--- src/rtl/riscv_pkg.sv ---
// riscv_pkg: datapath constants shared by the RISC-V slice.
//   XLEN         default datapath width
//   REQ_*        fixed requester indices used when the shared adder is
//                wired into the datapath (port order on req_valid etc.)
package riscv_pkg;

  localparam int XLEN       = 32;

  localparam int REQ_PC4    = 0;
  localparam int REQ_BRANCH = 1;
  localparam int REQ_AGU    = 2;

endpackage

--- src/rtl/ripple_adder.sv ---
// ripple_adder: (n+1)-bit ripple-carry adder.
//   a, b   operands [n:0]
//   cin    carry in
//   s      sum [n:0]
//   cout   carry out of bit n
module ripple_adder #(
  parameter int n = 31
) (
  input  logic [n:0] a,
  input  logic [n:0] b,
  input  logic       cin,
  output logic [n:0] s,
  output logic       cout
);

  logic [n+1:0] c;

  assign c[0] = cin;

  for (genvar i = 0; i <= n; i++) begin : g_bit
    assign s[i]   = a[i] ^ b[i] ^ c[i];
    assign c[i+1] = (a[i] & b[i]) | (c[i] & (a[i] ^ b[i]));
  end

  assign cout = c[n+1];

endmodule

--- src/rtl/rr_arbiter.sv ---
// rr_arbiter: combinational round-robin grant.
//   req   request vector [NREQ-1:0]
//   ptr   highest-priority index for this cycle (must be < NREQ)
//   gnt   index of the first set req at or after ptr, wrapping
//   any   at least one request is set (gnt is meaningless otherwise)
module rr_arbiter #(
  parameter int NREQ = 2,
  parameter int IDW  = (NREQ > 1) ? $clog2(NREQ) : 1
) (
  input  logic [NREQ-1:0] req,
  input  logic [IDW-1:0]  ptr,
  output logic [IDW-1:0]  gnt,
  output logic            any
);

  localparam logic [IDW:0] NR = (IDW+1)'(NREQ);

  // Rotate the request vector so that ptr lands on bit 0; the first set
  // bit of the rotated vector is then the offset from ptr to the winner.
  logic [2*NREQ-1:0] dbl;
  logic [NREQ-1:0]   rot;
  logic [IDW-1:0]    off;
  logic [IDW:0]      wsum;
  logic [IDW:0]      wrap;

  assign dbl = {req, req} >> ptr;
  assign rot = dbl[NREQ-1:0];

  always_comb begin
    off = '0;
    for (int j = NREQ-1; j >= 0; j--)
      if (rot[j]) off = IDW'(j);
  end

  assign any  = |req;
  assign wsum = {1'b0, ptr} + {1'b0, off};
  assign wrap = (wsum >= NR) ? wsum - NR : wsum;
  assign gnt  = wrap[IDW-1:0];

endmodule

--- src/rtl/adder_share_arbiter.sv ---
// adder_share_arbiter: one W-bit adder shared by NREQ requesters.
// Round-robin grant, valid/ready per requester, single result register
// returned with the owning requester's id. One add per cycle, result
// visible the cycle after accept.
//   clk, rst_n              clock, async active-low reset
//   req_valid/req_ready     per-requester handshake (ready is one-hot or 0)
//   req_a, req_b            packed operands, requester i at [i*W +: W]
//   resp_valid/resp_ready   result handshake
//   resp_id                 requester owning the result
//   resp_sum, resp_cout     (a+b) mod 2^W and its carry out
module adder_share_arbiter
  import riscv_pkg::*;
#(
  parameter int NREQ = 2,
  parameter int W    = XLEN,
  parameter int IDW  = (NREQ > 1) ? $clog2(NREQ) : 1
) (
  input  logic              clk,
  input  logic              rst_n,
  input  logic [NREQ-1:0]   req_valid,
  output logic [NREQ-1:0]   req_ready,
  input  logic [NREQ*W-1:0] req_a,
  input  logic [NREQ*W-1:0] req_b,
  output logic              resp_valid,
  input  logic              resp_ready,
  output logic [IDW-1:0]    resp_id,
  output logic [W-1:0]      resp_sum,
  output logic              resp_cout
);

  localparam logic [IDW-1:0] LAST = IDW'(NREQ-1);

  logic                      full;
  logic [IDW-1:0]            rr_ptr;
  logic [IDW-1:0]            gnt;
  logic                      any;
  logic                      can_accept;
  logic                      accept;
  logic [NREQ-1:0]           onehot;
  logic [NREQ-1:0][W-1:0]    a_arr;
  logic [NREQ-1:0][W-1:0]    b_arr;
  logic [W-1:0]              a_sel;
  logic [W-1:0]              b_sel;
  logic [W-1:0]              sum;
  logic                      cout;

  rr_arbiter #(.NREQ(NREQ), .IDW(IDW)) u_arb (
    .req (req_valid),
    .ptr (rr_ptr),
    .gnt (gnt),
    .any (any)
  );

  // A drain in the same cycle frees the register, so accept is allowed
  // while full as long as the consumer takes the current result.
  assign can_accept = !full | resp_ready;
  assign accept     = rst_n & can_accept & any;

  always_comb begin
    onehot = '0;
    for (int i = 0; i < NREQ; i++)
      onehot[i] = (gnt == IDW'(i));
  end

  // Ready depends only on valid/resp_ready/state, never on operands.
  assign req_ready = accept ? (onehot & req_valid) : '0;

  assign a_arr = req_a;
  assign b_arr = req_b;
  assign a_sel = a_arr[gnt];
  assign b_sel = b_arr[gnt];

  ripple_adder #(.n(W-1)) u_add (
    .a    (a_sel),
    .b    (b_sel),
    .cin  (1'b0),
    .s    (sum),
    .cout (cout)
  );

  always_ff @(posedge clk or negedge rst_n) begin
    if (!rst_n) begin
      full      <= 1'b0;
      rr_ptr    <= '0;
      resp_id   <= '0;
      resp_sum  <= '0;
      resp_cout <= 1'b0;
    end else begin
      if (accept) begin
        full      <= 1'b1;
        resp_id   <= gnt;
        resp_sum  <= sum;
        resp_cout <= cout;
        rr_ptr    <= (gnt == LAST) ? '0 : gnt + 1'b1;
      end else if (resp_ready) begin
        full      <= 1'b0;
      end
    end
  end

  assign resp_valid = full;

endmodule

--- config.mk ---
export PLATFORM = sky130hd
export DESIGN_NAME = adder_share_arbiter
export DESIGN_NICKNAME = d
export VERILOG_FILES = /design/src/rtl/riscv_pkg.sv /design/src/rtl/ripple_adder.sv /design/src/rtl/rr_arbiter.sv /design/src/rtl/adder_share_arbiter.sv
export SDC_FILE = /design/constraint.sdc
export NUM_CORES = 1
export LEC_CHECK = 0
export BUFFER_PORTS_ARGS = -buffer_cell sky130_fd_sc_hd__buf_2
export CORE_MARGIN = 2
export CORE_UTILIZATION = 45
export CTS_BUF_LIST = sky130_fd_sc_hd__clkbuf_4
export DETAILED_ROUTE_END_ITERATION = 8
export GPL_TIMING_DRIVEN = 0
export PLACE_DENSITY_LB_ADDON = 0.15
export SYNTH_ARGS = -nofsm -noshare
export SYNTH_HDL_FRONTEND = slang
export SYNTH_SLANG_ARGS = --single-unit
--- constraint.sdc ---
create_clock -name clk -period 26 [get_ports clk]
set_clock_uncertainty 0.1 [all_clocks]
set_input_delay 3.9 -clock clk [delete_from_list [all_inputs] [get_ports clk]]
set_output_delay 3.9 -clock clk [all_outputs]
set_load 0.05 [all_outputs]
# [Word-level counts from Yosys, hierarchy flattened]
# Index checks and enable logic that the tools add are counted.
# Widths: inputs -> output; s select.
[totals] ff_bits=36 latchBits=0 ram_bits=0 mem_bits_ro=0 inputBits=133 output_inout_bits=37 wordCells=187 memories=0
[classes] addsub=3 mul=0 div=0 order_cmp=2 n_eq_ne=0 n_shift=1 mux=11 n_bitwise=162 n_reduce_logical=3
[op_table] cell="$mux 32" n=4
[op_table] cell="$and 1x1->1" n=65
[op_table] cell="$xor 1x1->1" n=63
[op_table] cell="$or 1x1->1" n=32
[op_table] cell="$mux 1" n=6
[op_table] cell="$shr 4x1->2" n=1
[op_table] cell="$add 1x1->2" n=1
[op_table] cell="$and 2x2->2" n=1
[op_table] cell="$ge 2x2->1 const B" n=1
[op_table] cell="$lt 1x2->1 const B" n=1
[op_table] cell="$mux 2" n=1
[op_table] cell="$reduce_bool 2->1" n=1
[op_table] cell="$reduce_or 2->1" n=1
[op_table] cell="$add 1x1->1 const B" n=1
[op_table] cell="$logic_not 1->1" n=1
[op_table] cell="$not 1->1" n=1
[op_table] cell="$sub 1x1->1 const B" n=1

# [Logic depth before layout (Yosys ltp)]
# Gate-level depths: netlist of run 1.
[logic_depth] ltp_word=71 depth_mapped=42 mapped_depth_nobuf=40

# [Modules after synthesis]
# Synthesis of run 1 repeated with hierarchy kept, for this count alone.
[hier_totals] cells_unflattened=201 area_unflattened_um2=2994.1
[modules_own_cells] mod="adder_share_arbiter" instances=1 cells_each=155 area_each_um2=2297.2 seq_area_each_um2=900.9
[modules_own_cells] mod="ripple_adder" instances=1 cells_each=42 area_each_um2=678.2 seq_area_each_um2=0.0
[modules_own_cells] mod="rr_arbiter" instances=1 cells_each=4 area_each_um2=18.8 seq_area_each_um2=0.0

# [Worst setup path before layout of run 1]
# OpenSTA, ideal clock, no wires.
[synth_path] path_kind="input port to flip-flop" from="in req_valid[0]" to="reg resp_sum[31]" setup_time_ns=0.125 arrival_time_ns=17.503 t_required_ns=25.775 path_slack_ns=8.273 path_stages=42 n_path_buf=2 cell_sequence="inv_1 maj3_2 buf_2 buf_6 mux2_2 ha_1 inv_1 fa_1 fa_1 fa_1 fa_1 fa_1 fa_1 fa_1 fa_1 fa_1 fa_1 fa_1 (+6 left out) inv_1 fa_1 fa_1 fa_1 fa_1 fa_1 fa_1 fa_1 fa_1 fa_1 fa_1 fa_1 fa_1 fa_1 fa_1 inv_1 fa_1 mux2_2"
[synth_via] elab_chain_cells=70 elab_cells_between_ends=136 cone_classes="2 x add/sub; 1 x order compare; 1 x shift; 7 x mux; 124 x bitwise; 1 x reduce/logical"
[synth_lines] element="from (decl)" line="adder_share_arbiter.sv:20" rtl="input logic [NREQ-1:0] req_valid,"
[synth_lines] element="$shr 4x1->2 (*)" line="rr_arbiter.sv:26" rtl="assign dbl = {req, req} >> ptr;"
[synth_lines] element="$mux 1" line="rr_arbiter.sv:32" rtl="if (rot[j]) off = IDW'(j);"
[synth_lines] element="$mux 1 (*)" line="rr_arbiter.sv:32"
[synth_lines] element="$add 1x1->2 (*)" line="rr_arbiter.sv:36" rtl="assign wsum = {1'b0, ptr} + {1'b0, off};"
[synth_lines] element="$ge 2x2->1 or $sub 1x1->1 (tied branches)" line="rr_arbiter.sv:37" rtl="assign wrap = (wsum >= NR) ? wsum - NR : wsum;"
[synth_lines] element="$mux 1 (*)" line="rr_arbiter.sv:37"
[synth_lines] element="$mux 32 (on tied branches) (2 in a row)" line="adder_share_arbiter.sv:70, adder_share_arbiter.sv:71"
[synth_lines] element="$and 1x1->1 or $xor 1x1->1 (tied branches)" line="ripple_adder.sv:22" rtl="assign c[i+1] = (a[i] & b[i]) | (c[i] & (a[i] ^ b[i]));"
[synth_lines] element="(+54 left out)"
[synth_lines] element="$and 1x1->1" line="ripple_adder.sv:22"
[synth_lines] element="$or 1x1->1" line="ripple_adder.sv:22"
[synth_lines] element="$and 1x1->1" line="ripple_adder.sv:22"
[synth_lines] element="$or 1x1->1" line="ripple_adder.sv:22"
[synth_lines] element="$and 1x1->1" line="ripple_adder.sv:22"
[synth_lines] element="$or 1x1->1" line="ripple_adder.sv:22"
[synth_lines] element="$xor 1x1->1 (*)" line="ripple_adder.sv:21" rtl="assign s[i] = a[i] ^ b[i] ^ c[i];"
[synth_lines] element="named net sum[31]" line="adder_share_arbiter.sv:44" rtl="logic [W-1:0] sum;"
[synth_lines] element="to (signal assigned)" line="adder_share_arbiter.sv:92" rtl="resp_sum <= sum;"
[synth_lines] element="to (decl)" line="adder_share_arbiter.sv:27" rtl="output logic [W-1:0] resp_sum,"
# The timed path passes the listed nets; every way through them passes the cells marked *. The select of a mux whose other input is x is not followed.
# A chain may end at the register's enable or synchronous reset.

# [Final worst setup path of run 1]
# Same ends and word-level chain as after synthesis.

==> results of run 1 <==
## final cells by class
cell class,count,area share [%]
multi-input combinational,137,44.39
timing repair buffer,169,22.39
clock buffer,5,0.9937
inverter,37,3.677
sequential,36,23.85
tap,75,2.484
buffer,12,2.219
## cell usage after synthesis (all sizes together)
| cell | number | area share [%] |
|---|---|---|
| inv | 37 | 5.0 |
| mux2 | 11 | 4.4 |
| nor2b | 1 | 0.22 |
| buf | 12 | 3.0 |
| maj3 | 1 | 0.40 |
| ha | 1 | 0.45 |
| and2 | 1 | 0.22 |
| mux2i | 88 | 31 |
| dfrtp | 36 | 32 |
| o21ai | 2 | 0.36 |
| fa | 31 | 22 |
| a21oi | 1 | 0.18 |
## worst paths after layout
kind                                   start           end  slack, ps  cells after the start
worst max register to register        rr_ptr  resp_sum[31]      11090                     41
min in group asynchronous              rst_n   resp_sum[4]       3550                      1
max in group asynchronous              rst_n  resp_sum[20]      21720                      1
worst min-delay path                 resp_id       resp_id        420                      1
worst min register to register       resp_id       resp_id        420                      1
worst max-delay path            req_valid[0]  resp_sum[31]       7840                     43
## power groups by stage
| stage | combinational, mW | clock (mW) | sequential [mW] |
|---|---|---|---|
| floorplan | 0.0899 | 0 | 0.193 |
| global placement | 0.246 | 0 | 0.0968 |
| detailed placement | 0.252 | 0 | 0.0977 |
| CTS | 0.252 | 0.0282 | 0.0970 |
| global route | 0.268 | 0.0301 | 0.101 |
| finish | 0.247 | 0.0264 | 0.0968 |
## worst max-delay path: cells and delay by family
family / cells / cell delay [ps]
mux: 2 / 500
buf+inv: 8 / 680
fa+ha+maj: 33 / 13220
## cells by family (layout without fill, tap and decap cells)
logic type      Yosys count  in the layout  synth area share [%]
mux                      99             99                 35.88
simple gates              2              2                0.4471
fa+ha+maj                33             33                 23.01
buf+inv                  49            223                 7.953
compound gates            3              3                0.5360
flops                    36             36                 32.17
## sequential cells by signal, indices dropped and copies added (netlist names)
signal	count
resp_cout	1
resp_id	1
resp_sum	32
resp_valid	1
rr_ptr	1
## per-layer routing
layer	wire [um]	share of wire, %	global-route usage, %	vias up
li1	-	-	-	1074
met4	82	1.2	5.812	0
met5	0	0	0	-
met1	2600	38	24.54	1053
met2	3603	53	38.71	103
met3	511	7.5	4.871	7
## stage by stage
stage / hold slack (ps) / total power, mW / instance area (um2)
finish: 415.4 / 0.3702 / 3777
detailed placement: 394.8 / 0.3492 / 3740
CTS: 422.3 / 0.3769 / 3777
global placement: 386.3 / 0.3427 / 3740
global route: 433.6 / 0.3994 / 3777
floorplan: 404.0 / 0.2829 / 2800
==> impl_metrics.toml, run 1 <==
[placement]
dpl.cell_count = 466
gp_congestion = 0.7608
io_buffers = 169
place_worst_setup_slack_ps = 7397
dp_hpwl_mm = 5.760

[final_layout]
drive_gt1_share_pct = 50.00
final_cells = 471
diodes = 0
fillers = 538
multiInputGateArea_um2 = 1677
final_cell_mix = "buf_2, mux2i_1, inv_1"
nNetsFinal = 563
seq_area_um2 = 900.9
final_common_cell = "buf_2"
area_growth_pct = 34.90
utilization_pct = 63.42

[power_and_ir_drop]
seqPwrFrac_pct = 26.2
leakage_nw = 2.109
p_sw_share_pct = 53.90
combPwrFrac_pct = 66.7
clock_power_share_pct = 7.1
irDropWorstVdd_mv = 0.05073
p_per_area_nw_per_um2 = 98.01
cellInternalPower_mw = 0.1707
power_switching_mw = 0.1995

[logic_synthesis]
ys_seq_area_share_pct = 32.17
ys_ff_latch = 36
ys_warn_count = 0
syn_area_um2 = 2800
synthesis.nets = 387
syn_area_per_cell_um2 = 12.61
postSynthCellCount = 222
synth.distinct_cells = 14

[route]
wl_per_cell_um = 14.43
drt_iter0_markers = 50
viasPerCell = 4.749
vias = 2237
first_pass_iters = 4
drt_drc_violations_left = 0
wirelength_mm = 6.798
ant_nets = 0

[worst_setup_path]
crit_slowest_cell = "fa_1"
crit_top_cell = "fa_1"
crit_type = "in2reg"
cp-end-kind = "register"
critPathMaxStageDelay_ps = 490
arrival_ps = 18290
cp_max_fo = 10
start_kind = "input port"
worstPathRequired_ps = 26130

[sta]
maxSlewHeadroom_pct = 45.44
hold_violations = 0
period_share_pct = 69.84
drv_slew = 0
rsz0062_at_grt = "false"
post-route-min-period_ps = 18160
fin_tns_setup_ps = 0
worst_pin_slew_ps = 818.4
maxClockFrequency_mhz = 55.07
setup_ws_ps = 7842
setup_viol = 0

[clock_tree]
clk_latency_ps = 330
htree_levels = 2
cts_root_buffer = "clkbuf_4"
cts.sinks = 36
cts_tree = "built"
cts_buffers = 5
path_clk_slew_ps = 110
cts_repair_resize_count = 0
post_cts_buffers = 0
cts_hold_buffers = 0
max-clock-path-buffers = 2

[floorplanning]
dieArea_um2 = 6870
coreArea_um2 = 5956
ios = 170
initial_utilization_pct = 47.02
rows = 28
die_w_um = 82.89
die_height_um = 82.89

[run_status]
status = "completed"

[worst_hold_path]
hp-class = "reg2reg"

[global_routing]
grt_max_degree = 38
grt_overflow = 0
grt_pass1_wl_mm = 11.71
antenna_found_initial = 0
grt_pass1_vias = 2546
grt.total_usage_pct = 21.09

[job]
max-cap-violations = 0
(Power assumes the default switching activity.)
==> run 2: changes to the inputs <==
--- a/config.mk
+++ b/config.mk
@@ -7,7 +7,7 @@
 export LEC_CHECK = 0
 export BUFFER_PORTS_ARGS = -buffer_cell sky130_fd_sc_hd__buf_2
 export CORE_MARGIN = 2
-export CORE_UTILIZATION = 45
+export CORE_UTILIZATION = 41
 export CTS_BUF_LIST = sky130_fd_sc_hd__clkbuf_4
 export DETAILED_ROUTE_END_ITERATION = 8
 export GPL_TIMING_DRIVEN = 0
==> constraint.sdc (replaced) <==
create_clock -name clk -period 15.63 [get_ports clk]
set_clock_uncertainty 0.1 [all_clocks]
set_input_delay 2.3445 -clock clk [delete_from_list [all_inputs] [get_ports clk]]
set_output_delay 2.3445 -clock clk [all_outputs]
set_load 0.05 [all_outputs]
==> impl_metrics.toml, run 2 (synthesis results as in run 1) <==
[worst_setup_path]
arrival_ps = 15380
cp-end-kind = "register"
worstPathRequired_ps = 15770
critPathMaxStageDelay_ps = 440
start_kind = "input port"
crit_top_cell = "fa_2"
reg2regPathDepth = 41
crit_type = "in2reg"
cp_max_fo = 10
crit_slowest_cell = "fa_1"

[final_layout]
diodes = 0
utilization_pct = 57.77
nNetsFinal = 563
max_flop_register = "resp_sum"
largest_reg_flops = 32
final_cell_mix = "buf_2, mux2i_1, inv_1"
area_growth_pct = 38.61
final_cells = 479
final_common_cell = "buf_2"
drive_gt1_share_pct = 55.89

[route]
drt_iter0_markers = 19
wl_per_cell_um = 14.09
wirelength_mm = 6.749
ant_nets = 0
vias = 2233
first_pass_iters = 4
viasPerCell = 4.662
drt_drc_violations_left = 0

[worst_hold_path]
hp-class = "reg2reg"
whs_path_depth = 1

[sta]
setup_viol = 0
worst_pin_slew_ps = 826.5
hold_violations = 0
drv_slew = 0
maxClockFrequency_mhz = 65.61
post-route-min-period_ps = 15240
maxSlewHeadroom_pct = 44.90
period_share_pct = 97.52

[global_routing]
grt_overflow = 0
grt_pass1_vias = 2398
grt.total_usage_pct = 19.03
grt_pass1_wl_mm = 10.99
antenna_found_initial = 0
grt_max_degree = 38

[floorplanning]
rows = 30
initial_utilization_pct = 41.68
die_w_um = 86.64
ios = 170
die_height_um = 86.64
dieArea_um2 = 7506
coreArea_um2 = 6719

[power_and_ir_drop]
p_per_area_nw_per_um2 = 165.5
leakage_nw = 2.107
irDropWorstVdd_mv = 0.07438
power_mw = 0.6422

[run_status]
status = "completed"

[clock_tree]
htree_levels = 2
cts_root_buffer = "clkbuf_4"
post_cts_buffers = 0
path_clk_slew_ps = 110
cts.sinks = 36
max-clock-path-buffers = 2
clk_latency_ps = 340
cts_tree = "built"
cts_buffers = 5

[placement]
gp_congestion = 0.7915
dp_hpwl_mm = 5.628
dpl.cell_count = 471
io_buffers = 169

[job]
max-cap-violations = 0
## run 2: cell types whose count changed in the layout (fill, tap and decap cells not counted), sizes merged
cell	previous run	this run
bufinv	0	1
clkinv	0	2
## run 2: layout make-up
type                    count  area [um2]
plain buffers              12       83.83
clock buffers               5       37.54
clock inverters             3       37.54
fillers                   617        2838
inverters                  37       138.9
multi-input cells         137        1737
flip-flops and latches     36       900.9
well taps                  80       100.1
repair buffers            169       845.8
## run 2: layer usage
metal	part of all wire, %	vias up	global-route usage, %	wire length (um)
met3	7.1	7	4.571	478
met4	1.5	0	4.972	98
met5	0	-	0	0
met2	52	101	34.90	3487
li1	-	1080	-	-
met1	40	1045	22.19	2684
## run 2: final timing paths
check | from | slack, ps | to
worst max-delay path | req_valid[1] | 390 | resp_sum[31]
worst min-delay path | resp_sum[31] | 410 | resp_sum[31]
worst max register to register | rr_ptr | 2090 | resp_sum[31]
worst min register to register | resp_sum[31] | 410 | resp_sum[31]
max in group asynchronous | rst_n | 12920 | resp_valid
min in group asynchronous | rst_n | 1990 | resp_sum[13]
## run 2: report_power, final
part | switching [mW] | internal (mW)
combinational | 0.283 | 0.135
clock | 0.0311 | 0.0327
sequential | 0.0219 | 0.138
## run 2: repair_timing
action	4_1_cts	5_1_grt
setup endpoints to repair	1	1
pin swaps	2	2
hold buffers	0	0
gates resized for setup	8	5
hold endpoints to repair	0	0
## run 2: through the flow
stage | setup slack (ps) | cell area [um2] | TNS, ps | hold WS [ps]
5_1_grt | -5.286 | 3881 | -5.286 | 434.8
2_1_floorplan | 7.214 | 2828 | 0 | 404.0
6_report | 387.5 | 3881 | 0 | 411.8
3_3_place_gp | -658.2 | 3774 | -984.0 | 386.4
4_1_cts | 43.56 | 3869 | 0 | 417.4
3_5_place_dp | -748.4 | 3774 | -1273 | 391.3
## run 2: critical path: cells and delay by family
kind	cells	cell delay [ps]
fa+ha+maj	33	11850
buf+inv	7	680
mux	2	490
==> run 3: changes to the inputs <==
--- a/config.mk
+++ b/config.mk
@@ -12,6 +12,7 @@
 export DETAILED_ROUTE_END_ITERATION = 8
 export GPL_TIMING_DRIVEN = 0
 export PLACE_DENSITY_LB_ADDON = 0.15
+export RECOVER_POWER = 100
 export SYNTH_ARGS = -nofsm -noshare
 export SYNTH_HDL_FRONTEND = slang
 export SYNTH_SLANG_ARGS = --single-unit
==> impl_metrics.toml, run 3 (synthesis results as in run 1) <==
[run_status]
status = "complete, but fails checks"
failed_checks = "capacitance limit, slew limit"

[worst_setup_path]
r2r_end = "resp_sum[31]"
critPathMaxStageDelay_ps = 440
cp-end-kind = "register"
start_kind = "input port"
r2r_start = "rr_ptr"
r2r_slack_ps = 2090
crit_type = "in2reg"
worstPathRequired_ps = 15760
crit_top_cell = "fa_2"
cp_max_fo = 10
crit_slowest_cell = "fa_1"
reg2regPathDepth = 41
arrival_ps = 15380

[placement]
post_dp_cell_area_um2 = 3774
io_buffers = 169
dp_hpwl_mm = 5.628
dpl.cell_count = 471
gp_congestion = 0.7915
place_worst_setup_slack_ps = -748.4

[sta]
post-route-min-period_ps = 15240
drv_slew = 38
period_share_pct = 97.53
maxClockFrequency_mhz = 65.60
fin_tns_setup_ps = 0
worst_pin_slew_ps = 1982
hold_violations = 0
maxSlewHeadroom_pct = -32.12
setup_ws_ps = 386.2
setup_viol = 0

[global_routing]
grt_pass1_vias = 2398
antenna_found_initial = 0
grt_max_degree = 38
grt_pass1_wl_mm = 10.99
grt.total_usage_pct = 19.03
grt_overflow = 0

[final_layout]
drive_gt1_share_pct = 45.61
largest_reg_flops = 32
nNetsFinal = 563
final_cells = 479
max_flop_register = "resp_sum"
area_growth_pct = 36.60
diodes = 0
final_cell_mix = "buf_2, mux2i_1, clkbuf_1"
final_common_cell = "buf_2"
final_area_um2 = 3825

[floorplanning]
rows = 30
dieArea_um2 = 7506
die_height_um = 86.64
ios = 170
die_w_um = 86.64
initial_utilization_pct = 41.68
coreArea_um2 = 6719

[power_and_ir_drop]
p_per_area_nw_per_um2 = 164.8
power_mw = 0.6302
irDropWorstVdd_mv = 0.07305
leakage_nw = 1.991

[route]
vias = 2239
viasPerCell = 4.674
ant_nets = 0
drt_drc_violations_left = 0
wirelength_mm = 6.765
wl_per_cell_um = 14.12
first_pass_iters = 4
drt_iter0_markers = 24

[clock_tree]
cts_buffers = 5
max-clock-path-buffers = 2
post_cts_buffers = 0
htree_levels = 2
path_clk_slew_ps = 110
cts.sinks = 36
cts_tree = "built"
clk_latency_ps = 330
cts_root_buffer = "clkbuf_4"

[job]
max-cap-violations = 1

[worst_hold_path]
hold_end = "resp_sum[31]"
whs_path_depth = 1
hp-class = "reg2reg"
min_from = "resp_sum[31]"
## run 3: cell types whose count changed in the layout (fill, tap and decap cells not counted), sizes merged
cell    previous run  this run
buf              181       140
clkbuf             5        46
## run 3: area by class of cell
cell class / instances / area, um2
buffer: 12 / 73.82
clock inverter: 3 / 37.54
timing repair buffer: 169 / 799.5
fill: 634 / 2894
multi-input combinational: 137 / 1737
clock buffer: 5 / 37.54
inverter: 37 / 138.9
sequential: 36 / 900.9
tap: 80 / 100.1
## run 3: metal layers
layer / up-vias / share of wire [%] / global-route usage [%]
li1: 1083 / - / -
met1: 1047 / 40 / 22.19
met2: 101 / 52 / 34.90
met3: 8 / 6.9 / 4.571
met4: 0 / 1.4 / 4.972
met5: - / 0 / 0
## run 3: worst max-delay path, delay by kind of cell
family	cells	cell delay, ps
multiplexers	2	490
buffers and inverters	7	690
adder cells (fa/ha/maj)	33	11850
## run 3: power breakdown
group	total, mW	internal (mW)	switching (mW)
combinational	0.405	0.121	0.284
clock	0.0634	0.0327	0.0308
sequential	0.162	0.138	0.0233
total	0.630	0.293	0.338
## run 3: worst max path at each step
| stage | startpoint | slack, ps | end |
|---|---|---|---|
| CTS | req_valid[1] | 40 | resp_sum[31] |
| finish | req_valid[1] | 390 | resp_sum[31] |
| global route | req_valid[0] | -5 | resp_sum[31] |
| global placement | req_valid[0] | -660 | resp_sum[31] |
| detailed placement | req_valid[1] | -750 | resp_sum[31] |
| floorplan | req_valid[0] | 7 | resp_sum[31] |
## run 3: stage by stage
| stage | hold WS (ps) | utilization (%) |
|---|---|---|
| 6_report | 416.5 | 56.93 |
| 5_1_grt | 439.7 | 56.93 |
| 4_1_cts | 417.4 | 57.58 |
| 3_5_place_dp | 391.3 | 56.16 |
| 3_3_place_gp | 386.4 | 56.16 |
| 2_1_floorplan | 404.0 | - |
## run 3: what timing repair did
| action | 4_1_cts | 5_1_grt |
|---|---|---|
| endpoints found under the setup margin | 1 | 1 |
| hold buffers | 0 | 0 |
| pin swaps | 2 | 2 |
| gates resized for setup | 8 | 5 |
